$ cat config.mk
export PLATFORM = sky130hd
export DESIGN_NAME = shiftright_seq
export DESIGN_NICKNAME = d
export VERILOG_FILES = /design/src/rtl/shiftright_seq.sv
export SDC_FILE = /design/constraint.sdc
export NUM_CORES = 1
export LEC_CHECK = 0
export BUFFER_PORTS_ARGS = -buffer_cell sky130_fd_sc_hd__clkbuf_2
export CELL_PAD_IN_SITES_DETAIL_PLACEMENT = 1
export CELL_PAD_IN_SITES_GLOBAL_PLACEMENT = 2
export CORE_MARGIN = 5
export CORE_UTILIZATION = 40
export DETAILED_ROUTE_END_ITERATION = 7
export GPL_ROUTABILITY_DRIVEN = 0
export PLACE_DENSITY = 0.95
export SLEW_MARGIN = 20
export SYNTH_ARGS = -nofsm -noshare
export SYNTH_HDL_FRONTEND = slang
export SYNTH_SLANG_ARGS = --single-unit
$ cat constraint.sdc
create_clock -name clk -period 5.4 [get_ports clk]
set_input_delay 1.08 -clock clk [delete_from_list [all_inputs] [get_ports clk]]
set_output_delay 1.08 -clock clk [all_outputs]
set_load 0.01 [all_outputs]
$ cat src/rtl/shiftright_seq.sv
// Iterative right shifter (SRL/SRA), one bit per clock under a start/busy/done handshake.
// Define SHIFTR_STEP4_EN to shift four bits per clock while at least four remain.
module shiftright_seq (
    input  logic        clk,
    input  logic        rst,
    input  logic        start,
    input  logic [31:0] A,
    input  logic [4:0]  shamt,
    input  logic        arith,
    output logic [31:0] B,
    output logic        busy,
    output logic        done,
    output logic [1:0]  dbg_state
);

    // Handshake: start is sampled only in IDLE, and A/shamt/arith are captured on that
    // same edge. busy is high for every SHIFT cycle. done is a one-cycle pulse in DONE,
    // and B then holds the new result until the next completion. A start seen in SHIFT
    // or DONE is dropped, not queued.
    typedef enum logic [1:0] {
        IDLE  = 2'd0,
        SHIFT = 2'd1,
        DONE  = 2'd2
    } state_t;

    state_t      state;
    logic [31:0] data;
    logic [4:0]  count;
    logic        fill;

    assign dbg_state = state;

    always_ff @(posedge clk or posedge rst) begin
        if (rst) begin
            state <= IDLE;
            B     <= 32'd0;
            busy  <= 1'b0;
            done  <= 1'b0;
            data  <= 32'd0;
            count <= 5'd0;
            fill  <= 1'b0;
        end else begin
            case (state)
                IDLE: begin
                    busy <= 1'b0;
                    done <= 1'b0;
                    if (start) begin
                        data  <= A;
                        count <= shamt;
                        fill  <= arith & A[31];
                        busy  <= 1'b1;
                        state <= SHIFT;
                    end
                end
                SHIFT: begin
                    if (count == 5'd0) begin
                        B     <= data;
                        busy  <= 1'b0;
                        done  <= 1'b1;
                        state <= DONE;
                    end
`ifdef SHIFTR_STEP4_EN
                    else if (count >= 5'd4) begin
                        data  <= {{4{fill}}, data[31:4]};
                        count <= count - 5'd4;
                    end
`endif
                    else begin
                        data  <= {fill, data[31:1]};
                        count <= count - 5'd1;
                    end
                end
                DONE: begin
                    done  <= 1'b0;
                    busy  <= 1'b0;
                    state <= IDLE;
                end
                default: begin
                    busy  <= 1'b0;
                    done  <= 1'b0;
                    state <= IDLE;
                end
            endcase
        end
    end

endmodule

==> results of run 1 <==
==> cell usage in the layout, fill, tap and decap left out <==
cell | netlist | final
mux2_2 | 68 | 68
nand2_1 | 5 | 5
dfrtp_1 | 74 | 74
clkinv_2 | 0 | 4
or4b_4 | 1 | 1
nor4b_1 | 1 | 1
clkinv_4 | 0 | 1
and3_1 | 2 | 2
a311oi_1 | 1 | 1
nor4_1 | 1 | 1
clkbuf_2 | 0 | 76
nor2_1 | 3 | 3
buf_4 | 0 | 2
or2_2 | 1 | 1
a211oi_1 | 5 | 5
nor3b_1 | 3 | 3
nand3_1 | 2 | 2
a211o_1 | 1 | 1
ha_1 | 1 | 1
clkbuf_8 | 0 | 10
nor2b_1 | 1 | 1
inv_2 | 1 | 1
mux2i_1 | 1 | 1
clkbuf_1 | 2 | 1
inv_1 | 5 | 4
nor3_1 | 3 | 3
mux2_4 | 28 | 28
bufinv_16 | 0 | 1
a21oi_1 | 2 | 2
or3b_2 | 1 | 1
nand2b_2 | 0 | 1
a21oi_2 | 1 | 1
==> flip-flops by register name, summed over array words and instances, names as in the netlist <==
signal and count:
dbg_state 2, B 32, fill 1, done 1, busy 1, count 5
data 32
==> Yosys cell counts <==
library cell  count
a211o_1           1
a211oi_1          5
a21oi_1           2
a21oi_2           1
a311oi_1          1
and3_1            2
buf_1             3
buf_2             4
buf_6             3
clkbuf_1          2
dfrtp_1          74
ha_1              1
inv_1             5
inv_2             1
mux2_2           68
mux2_4           28
mux2i_1           1
nand2_1           5
nand2b_1          1
nand3_1           2
nor2_1            3
nor2b_1           1
nor3_1            3
nor3b_1           3
nor4_1            1
nor4b_1           1
or2_2             1
or3b_2            1
or4b_4            1
==> logic make-up after synthesis <==
family                   count (synthesis)  share of synthesized area, %
AO/OA/AOI/OAI                           10                          2.19
AND/OR/NAND/NOR                         25                          4.34
buffers and inverters                   18                          2.82
flip-flops                              74                          54.9
multiplexers                            97                          35.4
adder cells (fa/ha/maj)                  1                         0.371
==> critical path, stage by stage <==
cell	delay, ns
clkbuf_2	0.08
nor3b_1	0.48
a21oi_2	0.11
inv_2	0.76
mux2_2	0.42
==> final cells by class <==
cell class / count / area [µm²] / area share, %
repair buffers: 78 / 395 / 9.81
multi-input cells: 133 / 1430 / 35.5
clock buffers: 11 / 141 / 3.51
inverters: 6 / 23.8 / 0.590
clock inverters: 5 / 53.8 / 1.34
flip-flops and latches: 74 / 1850 / 46.0
well taps: 105 / 131 / 3.26
==> per-layer routing <==
layer	track usage, %	vias up	share of wire, %
met5	0	-	0
li1	-	956	-
met3	2.66	9	4.9
met1	18.5	1041	44
met2	24.2	53	49
met4	6.36	0	1.9
==> path summary, 6_finish.rpt <==
path | startpoint | end | slack [ns] | cells after the start
min reg2reg | fill$_DFFE_PP0P_ | fill$_DFFE_PP0P_ | 0.47 | 2
min in group asynchronous | rst | B[5]$_DFFE_PP0P_ | 0.99 | 3
max | start | data[31]$_DFFE_PP0P_ | 2.69 | 5
min | fill$_DFFE_PP0P_ | fill$_DFFE_PP0P_ | 0.47 | 2
max in group asynchronous | rst | B[22]$_DFFE_PP0P_ | 3.79 | 3
max reg2reg | count[0]$_DFFE_PP0P_ | B[22]$_DFFE_PP0P_ | 2.75 | 6
==> power by group through the flow <==
stage	Clock [mW]	Sequential [mW]	Combinational, mW
2_1_floorplan	0	0.986	0.763
3_3_place_gp	0	0.980	0.971
3_5_place_dp	0	0.996	1.02
4_1_cts	0.445	0.987	1.03
5_1_grt	0.468	1.02	1.09
6_report	0.427	0.982	1.00
==> flow_summary.toml, run 1 <==
[status]
status = "finished clean"

[routing]
drcViolationCount = 0
vias = 2059
drt_iter0_markers = 41
drt_first_pass_iters = 4
drt_wl_total_um = 6980
ant_nets = 0
viasPerCell = 5.00
wl_per_cell_um = 16.9

[synth]
ys_seq_area_share_pct = 54.9
synthesis.nets = 267
ys_warn_count = 0
yosysTopAreaCell = "dfrtp_1"
synth_cell_types = 29
yosysTopAreaCellShare_pct = 54.9
synth_area_um2 = 3380
ys_ff_latch = 74
synth_area_leaders = "dfrtp_1, mux2_2, mux2_4, a211oi_1, buf_6"
avgSynthCellArea_um2 = 15.0
postSynthCellCount = 225

[floorplan]
core_area_um2 = 8220
start_util_pct = 41.1
die_x_um = 102
rows = 33
dieArea_um2 = 10400
die_h_um = 102
io_pins = 77

[global_route]
overflow = 0
antenna_found_initial = 0
grt_pass1_wl_um = 11700
grt_max_degree = 75
grt_pass1_vias = 2338
track_usage_pct = 14.5

[pwr]
power_leakage_nw = 2.05
netSwitchingFraction_pct = 31.7
p_per_area_nw_per_um2 = 599
power_mw = 2.41
vdd_ir_drop_max_mv = 0.206
power_frac_clock_pct = 17.7
p_int_mw = 1.65
p_sw_uw = 765
power_frac_seq_pct = 40.7
comb_power_share_pct = 41.5

[setup_path]
cp_max_fo = 34
cp.required_ns = 5.62
crit_type = "in2reg"
endpoint_kind = "flop"
cp.arrival_ns = 2.93
worstSetupStartpointType = "input port"

[final_layout]
fin_cells = 412
areaGrowthSynthToFinish_pct = 19.3
n_fill_cell = 858
layout-drive-gt1-share_pct = 63.8
antenna_cells = 0
fin_nets = 344
postLayoutCellArea_um2 = 4030
fin_util_pct = 49.0

[sta]
finalCriticalPeriod_ns = 2.71
layout_setup_ws_ns = 2.69
fin_hold_ws_ns = 0.472
finalSetupTns_ns = 0
hold_violations = 0
setup_violations = 0
worst_slew_pin_slew_ns = 0.989
clock_skew_ns = 0.0115
max_slew_margin_pct = 34.0
max_clock_freq_mhz = 369
grt_setup_unrepaired = "no"
maxSlewViolCount = 0
fin_crit_sh_pct = 50.2

[min_path]
hold_path.class = "reg2reg"

[clock_network]
root_buffer = "clkbuf_8"
cts_tree = "yes"
clock-sinks = 74
clk_latency_ns = 0.34
cts.repair.resized = 0
numCtsBuffers = 9
clock_path_buffers = 2
cts_hold_buf = 0
h-tree-depth = 3
path_clk_slew_ns = 0.07
post_cts_buffers = 0

[placed_design]
placed_area_um2 = 3830
dp_hpwl_um = 4840
io_buffers = 76
dp.cells = 396
pre_cts_slack_ns = 2.32

[run]
maxCapViolCount = 0
No activity file was read; power rests on OpenSTA's default activity.
==> run 2: changes to the inputs <==
--- a/config.mk
+++ b/config.mk
@@ -9,10 +9,10 @@
 export CELL_PAD_IN_SITES_DETAIL_PLACEMENT = 1
 export CELL_PAD_IN_SITES_GLOBAL_PLACEMENT = 2
 export CORE_MARGIN = 5
-export CORE_UTILIZATION = 40
+export CORE_UTILIZATION = 37
 export DETAILED_ROUTE_END_ITERATION = 7
 export GPL_ROUTABILITY_DRIVEN = 0
-export PLACE_DENSITY = 0.95
+export PLACE_DENSITY = 0.91
 export SLEW_MARGIN = 20
 export SYNTH_ARGS = -nofsm -noshare
 export SYNTH_HDL_FRONTEND = slang
==> constraint.sdc (replaced) <==
create_clock -name clk -period 2.55 [get_ports clk]
set_input_delay 0.51 -clock clk [delete_from_list [all_inputs] [get_ports clk]]
set_output_delay 0.51 -clock clk [all_outputs]
set_load 0.01 [all_outputs]
==> run 2 against run 1 <==
  * Wire length is 2.5% higher
  * Final cell count rose by 2.4%
  * Die area increased by 7.3%
  * Power is 120% higher
  * Combinational power up 120%
  * Core utilization fell by 2.0 points
  * Via count is 1.7% higher
  * Global-route usage is 0.81 points lower
  * Sequential power increased by 110%
  * Count of clock-buffer cells in the layout shrank 1
==> flow_summary.toml, run 2 (synthesized netlist as in run 1, its figures left out) <==
[routing]
viasPerCell = 4.96
wl_met1_um = 3240
wl_met2_um = 3510
drcViolationCount = 0
wl_met3_um = 281
top_layer_used = "met4"
ant_nets = 0
drt_first_pass_iters = 4
wl_per_cell_um = 16.9
drt_iter0_markers = 56
vias = 2095
drt_wl_total_um = 7150

[floorplan]
die_x_um = 106
dieArea_um2 = 11100
start_util_pct = 38.3
core_area_um2 = 8810
die_h_um = 106
io_pins = 77
rows = 34

[clock_network]
numCtsBuffers = 9
root_buffer = "clkbuf_8"
path_clk_slew_ns = 0.08
h-tree-depth = 3
post_cts_buffers = 0
cts_tree = "yes"
cts.repair.resized = 0
clk_latency_ns = 0.34
clock_path_buffers = 2
clock-sinks = 74
cts_hold_buf = 0

[final_layout]
multiInputGateArea_um2 = 1430
fin_util_pct = 47.0
fin_nets = 351
layout-drive-gt1-share_pct = 65.0
seq_area_um2 = 1850
fin_cells = 422
antenna_cells = 0
top_regs = "B x32, data x32, count x5"
postLayoutCellArea_um2 = 4140
areaGrowthSynthToFinish_pct = 22.7
layout_commonest_cell = "clkbuf_2"
most-common-layout-cells = "clkbuf_2, dfrtp_1, mux2_2"
n_fill_cell = 928

[pwr]
vdd_ir_drop_max_mv = 0.566
power_mw = 5.29
p_per_area_nw_per_um2 = 1280
power_leakage_nw = 2.10

[placed_design]
dp.cells = 406
pre_cts_slack_ns = 0.412
placed_area_um2 = 3920
dp_hpwl_um = 5180
io_buffers = 76

[sta]
layout_setup_ws_ns = 0.393
fin_crit_sh_pct = 84.6
max_clock_freq_mhz = 464
maxSlewViolCount = 0
worst_slew_pin_slew_ns = 0.810
finalCriticalPeriod_ns = 2.16
fin_hold_ws_ns = 0.204
clock_skew_ns = 0.00806
finalSetupTns_ns = 0
grt_setup_unrepaired = "no"
setup_violations = 0
hold_violations = 0
max_slew_margin_pct = 46.0

[global_route]
overflow = 0
track_usage_pct = 13.7
grt_pass1_wl_um = 12100
grt_max_degree = 41
antenna_found_initial = 0
grt_pass1_vias = 2335

[setup_path]
cp.required_ns = 2.78
cp_max_fo = 14
cp.arrival_ns = 2.39
crit_type = "reg2reg"
endpoint_kind = "flop"
rr_worst_depth = 7
worstSetupStartpointType = "flop"

[run]
maxCapViolCount = 0

[min_path]
hold_path.class = "in2async"

[status]
status = "finished clean"
run 2: changes by cell type in the layout (fill, tap and decap cells not counted), sizes merged:
cell / change
clkinv: -3
clkinvlp: +2
bufinv: +1
clkbuf: -1
buf: +7
inv: +1
run 2: path summary, 6_finish.rpt:
kind,start,endpoint,slack [ns]
max,count[0]$_DFFE_PP0P_,data[24]$_DFFE_PP0P_,0.39
min,rst,B[19]$_DFFE_PP0P_,0.20
max reg2reg,count[0]$_DFFE_PP0P_,data[24]$_DFFE_PP0P_,0.39
min reg2reg,B[11]$_DFFE_PP0P_,B[11]$_DFFE_PP0P_,0.51
max in group asynchronous,rst,B[8]$_DFFE_PP0P_,1.72
min in group clk,A[31],fill$_DFFE_PP0P_,0.41
run 2: report_power, final:
group	total [mW]	switching [mW]	internal, mW	leakage (nW)
Combinational	2.17	0.818	1.35	1.07
Clock	1.03	0.449	0.579	0.109
Sequential	2.09	0.384	1.70	0.917
Total	5.29	1.65	3.64	2.10
run 2: metal layers:
layer | global-route usage (%) | vias to the layer above
met5 | 0 | -
met4 | 5.55 | 0
met3 | 3.24 | 10
met2 | 23.0 | 51
met1 | 17.0 | 1054
li1 | - | 980
run 2: critical path, cell delays in order, from the launching register on:
cell and delay [ns]:
dfrtp_1 0.42, inv_1 0.07, ha_1 0.22, or4b_4 0.50
a21oi_2 0.22, inv_2 0.07, buf_4 0.21, mux2_4 0.32
run 2: area by class of cell:
class / instances / share of cell area (%)
sequential: 74 / 44.7
timing repair buffer: 85 / 11.4
multi-input combinational: 133 / 34.6
clock buffer: 10 / 3.32
clock inverter: 6 / 2.15
tap: 108 / 3.26
inverter: 6 / 0.574
